### src/rtl/vga_timing_gen.sv
// VGA raster timing generator: pixel/line counters, registered syncs, display-enable and frame pulses.
// Optional clock-per-pixel divider enabled by defining VGA_TIMING_PIXDIV_EN.
module vga_timing_gen #(
    parameter int H_ACTIVE = 640,
    parameter int H_FP     = 16,
    parameter int H_SYNC   = 96,
    parameter int H_BP     = 48,
    parameter int V_ACTIVE = 480,
    parameter int V_FP     = 10,
    parameter int V_SYNC   = 2,
    parameter int V_BP     = 33,
    parameter bit H_POL    = 1'b0,
    parameter bit V_POL    = 1'b0,
    parameter int CW       = 10,
    parameter int PIX_DIV  = 4
) (
    input  logic          clk,
    input  logic          rst_n,
    input  logic          en,
    output logic          vga_h_sync,
    output logic          vga_v_sync,
    output logic          inDisplayArea,
    output logic [CW-1:0] CounterX,
    output logic [CW-1:0] CounterY,
    output logic          line_start,
    output logic          frame_start,
    output logic [7:0]    frame_count
);
    localparam int H_TOTAL = H_ACTIVE + H_FP + H_SYNC + H_BP;
    localparam int V_TOTAL = V_ACTIVE + V_FP + V_SYNC + V_BP;
    localparam int HS_BEG  = H_ACTIVE + H_FP;
    localparam int HS_END  = H_ACTIVE + H_FP + H_SYNC;
    localparam int VS_BEG  = V_ACTIVE + V_FP;
    localparam int VS_END  = V_ACTIVE + V_FP + V_SYNC;
    localparam logic [CW-1:0] X_LAST = CW'(H_TOTAL - 1);
    localparam logic [CW-1:0] Y_LAST = CW'(V_TOTAL - 1);

    generate
        if (H_TOTAL >= (1 << CW) || V_TOTAL >= (1 << CW)) begin : g_bad_cw
            $error("vga_timing_gen: H_TOTAL/V_TOTAL do not fit in CW bits");
        end
        if (PIX_DIV < 1) begin : g_bad_div
            $error("vga_timing_gen: PIX_DIV must be >= 1");
        end
    endgenerate

    logic tick;

`ifdef VGA_TIMING_PIXDIV_EN
    localparam int DW = (PIX_DIV > 1) ? $clog2(PIX_DIV) : 1;
    logic [DW-1:0] div_q, div_d;

    // Divider restarts whenever en drops so a resumed line keeps full pixel widths.
    always_comb begin
        tick  = en && (div_q == DW'(PIX_DIV - 1));
        div_d = '0;
        if (en && !tick) div_d = div_q + 1'b1;
    end

    always_ff @(posedge clk or negedge rst_n) begin
        if (!rst_n) div_q <= '0;
        else        div_q <= div_d;
    end
`else
    assign tick = en;
`endif

    logic [CW-1:0] cx_q, cx_d, cy_q, cy_d;
    logic          hs_q, hs_d, vs_q, vs_d, de_q, de_d;
    logic          ls_q, ls_d, fs_q, fs_d;
    logic [7:0]    fc_q, fc_d;

    // Decode from the next counter values so every registered output matches the counters it rides with.
    always_comb begin
        cx_d = cx_q;
        cy_d = cy_q;
        hs_d = hs_q;
        vs_d = vs_q;
        de_d = de_q;
        fc_d = fc_q;
        ls_d = 1'b0;
        fs_d = 1'b0;
        if (tick) begin
            if (cx_q == X_LAST) begin
                cx_d = '0;
                cy_d = (cy_q == Y_LAST) ? '0 : cy_q + 1'b1;
            end else begin
                cx_d = cx_q + 1'b1;
            end
            ls_d = (cx_d == '0);
            fs_d = ls_d && (cy_d == '0);
            if (fs_d) fc_d = fc_q + 8'd1;
            hs_d = (int'(cx_d) >= HS_BEG && int'(cx_d) < HS_END) ? H_POL : ~H_POL;
            vs_d = (int'(cy_d) >= VS_BEG && int'(cy_d) < VS_END) ? V_POL : ~V_POL;
            de_d = (int'(cx_d) < H_ACTIVE) && (int'(cy_d) < V_ACTIVE);
        end
    end

    // Reset parks at the last pixel of the frame so the first tick lands on (0,0).
    always_ff @(posedge clk or negedge rst_n) begin
        if (!rst_n) begin
            cx_q <= X_LAST;
            cy_q <= Y_LAST;
            hs_q <= ~H_POL;
            vs_q <= ~V_POL;
            de_q <= 1'b0;
            ls_q <= 1'b0;
            fs_q <= 1'b0;
            fc_q <= 8'd0;
        end else begin
            cx_q <= cx_d;
            cy_q <= cy_d;
            hs_q <= hs_d;
            vs_q <= vs_d;
            de_q <= de_d;
            ls_q <= ls_d;
            fs_q <= fs_d;
            fc_q <= fc_d;
        end
    end

    assign CounterX      = cx_q;
    assign CounterY      = cy_q;
    assign vga_h_sync    = hs_q;
    assign vga_v_sync    = vs_q;
    assign inDisplayArea = de_q;
    assign line_start    = ls_q;
    assign frame_start   = fs_q;
    assign frame_count   = fc_q;
endmodule
### config.mk
export PLATFORM = sky130hd
export DESIGN_NAME = vga_timing_gen
export DESIGN_NICKNAME = d
export VERILOG_FILES = /design/src/rtl/vga_timing_gen.sv
export SDC_FILE = /design/constraint.sdc
export NUM_CORES = 1
export LEC_CHECK = 0
export BUFFER_PORTS_ARGS = -buffer_cell sky130_fd_sc_hd__buf_2
export CAP_MARGIN = 10
export CORE_MARGIN = 8
export CORE_UTILIZATION = 55
export DETAILED_ROUTE_END_ITERATION = 8
export GPL_TIMING_DRIVEN = 0
export HOLD_SLACK_MARGIN = 0.05
export PLACE_DENSITY = 0.88
export SKIP_LAST_GASP = 1
export SYNTH_ARGS = -nofsm -noshare
export SYNTH_HDL_FRONTEND = slang
export SYNTH_SLANG_ARGS = --single-unit
### constraint.sdc
create_clock -name clk -period 8.3 [get_ports clk]
set_input_delay 1.66 -clock clk [delete_from_list [all_inputs] [get_ports clk]]
set_output_delay 1.66 -clock clk [all_outputs]
set_load 0.02 [all_outputs]
* Yosys cells after proc, flatten, opt, wreduce, memory -nomap -nowiden *
Cells that the tools add are included.

cells by class
  add/subtract/negate cells = 3
  order comparisons = 6
  equality and inequality tests = 2
  multiplexer cells = 9
  reductions and logical operators = 7

operators by type and width
  operator                                               count
  2-to-1 mux 10 bit                                      5
  adder 10 x 1 -> 10 bit (second input constant)         2
  equality test 10 bit (second input constant)           2
  logical NOT 10 bit                                     2
  < comparator 10 bit (second input constant)            2
  < comparator 10 x 9 -> 1 bit (second input constant)   2
  >= comparator 10 bit (second input constant)           1
  >= comparator 10 x 9 -> 1 bit (second input constant)  1
  adder 8 x 1 -> 8 bit (second input constant)           1
  logical AND 1 bit                                      4
  2-to-1 mux 1 bit                                       4
  AND reduction 2 bit                                    1

word-level totals
  flip-flop bits (word level) = 33
  input port bits = 3
  output and inout bits = 33

* Longest topological paths before layout *
  depth in word-level cells = 7
  gate-level depth with buffers = 10

* Least setup slack after synthesis *
Ideal clock, no wire load.

  path kind = in2reg
  start = input port en
  end = register fc_q[1], in the netlist frame_count[1]
  data arrival time = 2.767 ns
  path slack = 5.408 ns
  cell stages on the path = 6
  path buffers = 0
  cells stage by stage = nand2_1 a211oi_1 nand2_1 nor4b_4 nand2_2 mux2_4

on the way
  word-level cells in the longest chain between the ends = 1

ends and longest elaborated chain
  what                           RTL line  text
  start, declared                19        input logic en,
  AND reduction 2 bit (no line)  n/a
  end signal, assigned           109       fc_q <= 8'd0;
  end signal, assigned           118       fc_q <= fc_d;
  end, declared                  71        logic [7:0] fc_q, fc_d;

No other way between the ends.
A chain may end at the register's enable or synchronous reset.

* Final worst setup path *
  start = register cx_q[0], in the netlist CounterX[0]
  end = register fc_q[1], in the netlist frame_count[1]

on the way
  word-level cells in the longest chain between the ends = 6

ends and longest elaborated chain
  what                                                                   RTL line  text
  start, declared                                                        68        logic [CW-1:0] cx_q, cx_d, cy_q, cy_d;
  start signal, assigned                                                 102       cx_q <= X_LAST;
  start signal, assigned                                                 111       cx_q <= cx_d;
  adder 10 x 1 -> 10 bit / equality test 10 bit (equally long branches)  88, 84
  2-to-1 mux 10 bit                                                      84        if (cx_q == X_LAST) begin
  2-to-1 mux 10 bit                                                      83        if (tick) begin
  logical NOT 10 bit (on tied branches)                                  90, 91
  logical AND 1 bit (*)                                                  91        fs_d = ls_d && (cy_d == '0);
  AND reduction 2 bit (no line) (*)                                      n/a

Mark *: on every way between the ends. The rest lies on a longest branch, timed or not. The select of a mux whose other input is x is not followed.

==> impl_metrics.yaml <==
synthesis:
  synthMuxAreaShare_pct: 2.62
  synth_ff_type: "dfrtp_1"
  synth.distinct_cells: 57
  synth-seq-cells: 33
  synth-simple-area-share_pct: 26.2
  async_flop_share_pct: 100
  synth_top_family_by_area: "simple AND/OR/NAND/NOR gates"
  synth_adder_area_share_pct: 2.78
  synth_compound_area_share_pct: 15.2
  yosysWarnings: 0
  yosysSeqAreaShare_pct: 37.4
  synth_edf_count: 0
  netlist_area_um2: 2250
  synth_xor_area_share_pct: 10.5
  synthCells: 252
  postSynthAreaPerCell_um2: 8.92
  syn_nets: 260
timing:
  setup_viol: 0
  fin_crit_sh_pct: 38.9
  clock.fmax_mhz: 310
  worst_slew_pin_slew_ns: 0.746
  skew_ns: 0.00341
  min_period_ns: 3.23
  rsz0062_at_grt: "false"
  maxSlewHeadroom_pct: 50.2
  tns_ns: 0
  maxSlewViolCount: 0
  worst_slack_ns: 5.07
  hold_viol_final: 0
critical_path:
  critPathLaunchType: "flip-flop"
  slowest_stage: "dfstp_2"
  reg2reg_depth: 8
  worstPathMaxFanout: 9
  setup.worst_path.end_class: "flip-flop"
  slowest_delay_ns: 0.62
  worstPathRequired_ns: 8.47
  path_cells: "ha_1 -> nand4_1 -> nor3_2 -> and4_1 -> o22ai_2 -> nor4b_4 -> nand2_2 -> mux2_4"
  r2r_start: "CounterX[0]"
  crit_type: "reg -> reg"
  r2r-end: "frame_count[1]"
  r2r_slack_ns: 5.07
  critPathArrivalTime_ns: 3.40
placed_design:
  place_area_um2: 2490
  gp_congestion: 0.901
  port_buffers: 35
  hpwl_mm: 3.90
  placed_cells_incl_taps: 337
  pre_cts_ws_ns: 5.06
final_layout:
  final_cells: 345
  num_antenna_cells: 0
  postLayoutCellArea_um2: 2600
  layout_common_cells: "buf_2, nand2_1, xnor2_1"
  final_common_cell: "buf_2"
  drive_above_1_share_pct: 26.1
  final_nets: 302
  areaGrowthSynthToFinish_pct: 15.7
  postLayoutCoreUtil_pct: 65.5
drt:
  vias_per_cell: 5.97
  drc_errors: 0
  ant_nets: 0
  vias: 2060
  dr.pass1.iters: 5
  wl_mm: 5.51
  avgRoutedWirePerCell_um: 16.0
  drt_iter0_markers: 143
hold_path:
  hold_path.startpoint: "frame_count[7]"
  min_to: "frame_count[7]"
  hold_depth: 1
  holdCritPathClass: "reg -> reg"
clock_network:
  htreeDepth: 2
  clk_latency_ns: 0.29
  cts_tree: "done"
  cts_setup_buffers: 0
  cts-hold-fix-buffers: 0
  clock-sinks: 33
  cts_buffer_depth: 2
  root_buffer: "clkbuf_8"
  cts_resized: 0
  numCtsBuffers: 5
  clk_pin_slew_ns: 0.07
grt:
  grt-ovfl-total: 0
  grt_pass1_wl_mm: 9.32
  antenna_found_initial: 0
  grt_max_degree: 34
  grtUsageTotal_pct: 18.3
  grt_pass1_vias: 2063
floorplan:
  fp-row-count: 23
  core-area_um2: 3970
  fp.dieArea_um2: 6390
  dieWidth_um: 79.9
  die_h_um: 79.9
  start_util_pct: 56.6
  io_pins: 36
status:
  status: "finished clean"
pwr:
  power.density_nw_per_um2: 192
  vdd_drop_max_uv: 96.1
  leakage_nw: 1.09
flow_run:
  maxCapViolCount: 0
## power breakdown
group | leakage (nW) | total [mW] | switching [mW] | internal [mW]
Clock | 0.0585 | 0.158 | 0.0605 | 0.0979
Combinational | 0.623 | 0.145 | 0.0898 | 0.0552
Sequential | 0.412 | 0.197 | 0.0138 | 0.184
Total | 1.09 | 0.501 | 0.164 | 0.337
## synthesized netlist by cell type (3+ instances only)
cell type | instances | area, µm²
o21ai_0 | 11 | 55.1
o31ai_1 | 4 | 30.0
nor3_1 | 4 | 20.0
inv_1 | 7 | 26.3
a21oi_1 | 8 | 40.0
dfstp_2 | 12 | 315
xnor2_1 | 25 | 219
mux2_2 | 3 | 33.8
dfrtp_1 | 21 | 526
nand2b_1 | 3 | 18.8
clkbuf_1 | 8 | 30.0
nor4_1 | 3 | 18.8
nand2_1 | 29 | 109
nor2_1 | 20 | 75.1
a31oi_1 | 7 | 43.8
nand4_1 | 12 | 75.1
buf_2 | 8 | 40.0
nand3_1 | 11 | 55.1
and2_1 | 4 | 25.0
ha_1 | 5 | 62.6
## how the worst max path moves through the flow
stage,startpoint,end
2_1_floorplan,en,frame_count[1]
3_3_place_gp,en,frame_count[1]
3_5_place_dp,en,frame_count[1]
4_1_cts,CounterX[0],frame_count[1]
5_1_grt,CounterX[0],frame_count[1]
6_report,CounterX[0],frame_count[1]
## worst max-delay path, delay by kind of cell, from the launching register on
kind,cells,cell delay [ns]
and+or+nand+nor,5,1.79
adders and majority gates,1,0.29
muxes,1,0.31
AOI/OAI and AO/OA,1,0.10
DFF,1,0.62
## final cells by class
cell class | count | area [µm²]
repair buffers | 35 | 175
flip-flops and latches | 33 | 841
clock buffers | 7 | 86.3
multi-input cells | 193 | 1290
clock inverters | 1 | 30.0
plain buffers | 19 | 92.6
well taps | 50 | 62.6
inverters | 7 | 26.3
fillers | 340 | 1370
## state kept, by name, indices dropped and copies added (netlist names)
register,cells
CounterX,10
CounterY,10
frame_count,8
frame_start,1
inDisplayArea,1
line_start,1
vga_h_sync,1
vga_v_sync,1
## stage by stage
stage | hold slack [ns] | power (mW)
3_5_place_dp | 0.471 | 0.345
5_1_grt | 0.495 | 0.528
3_3_place_gp | 0.457 | 0.339
2_1_floorplan | 0.516 | 0.305
6_report | 0.473 | 0.501
4_1_cts | 0.481 | 0.506
## logic make-up after synthesis
group                      after synthesis
and+or+nand+nor                        106
AOI/OAI and AO/OA                       50
DFF                                     33
xor gates and xnor gates                27
buffers and inverters                   26
muxes                                    5
adders and majority gates                5
## layer usage
layer	up-vias	part of all wire, %	track usage (%)
li1	995	-	-
met1	976	40	20.3
met2	74	50	30.3
met3	15	7.2	5.29
met4	0	2.8	10.9
met5	-	0	0
Power figures use the tool's default switching activity.
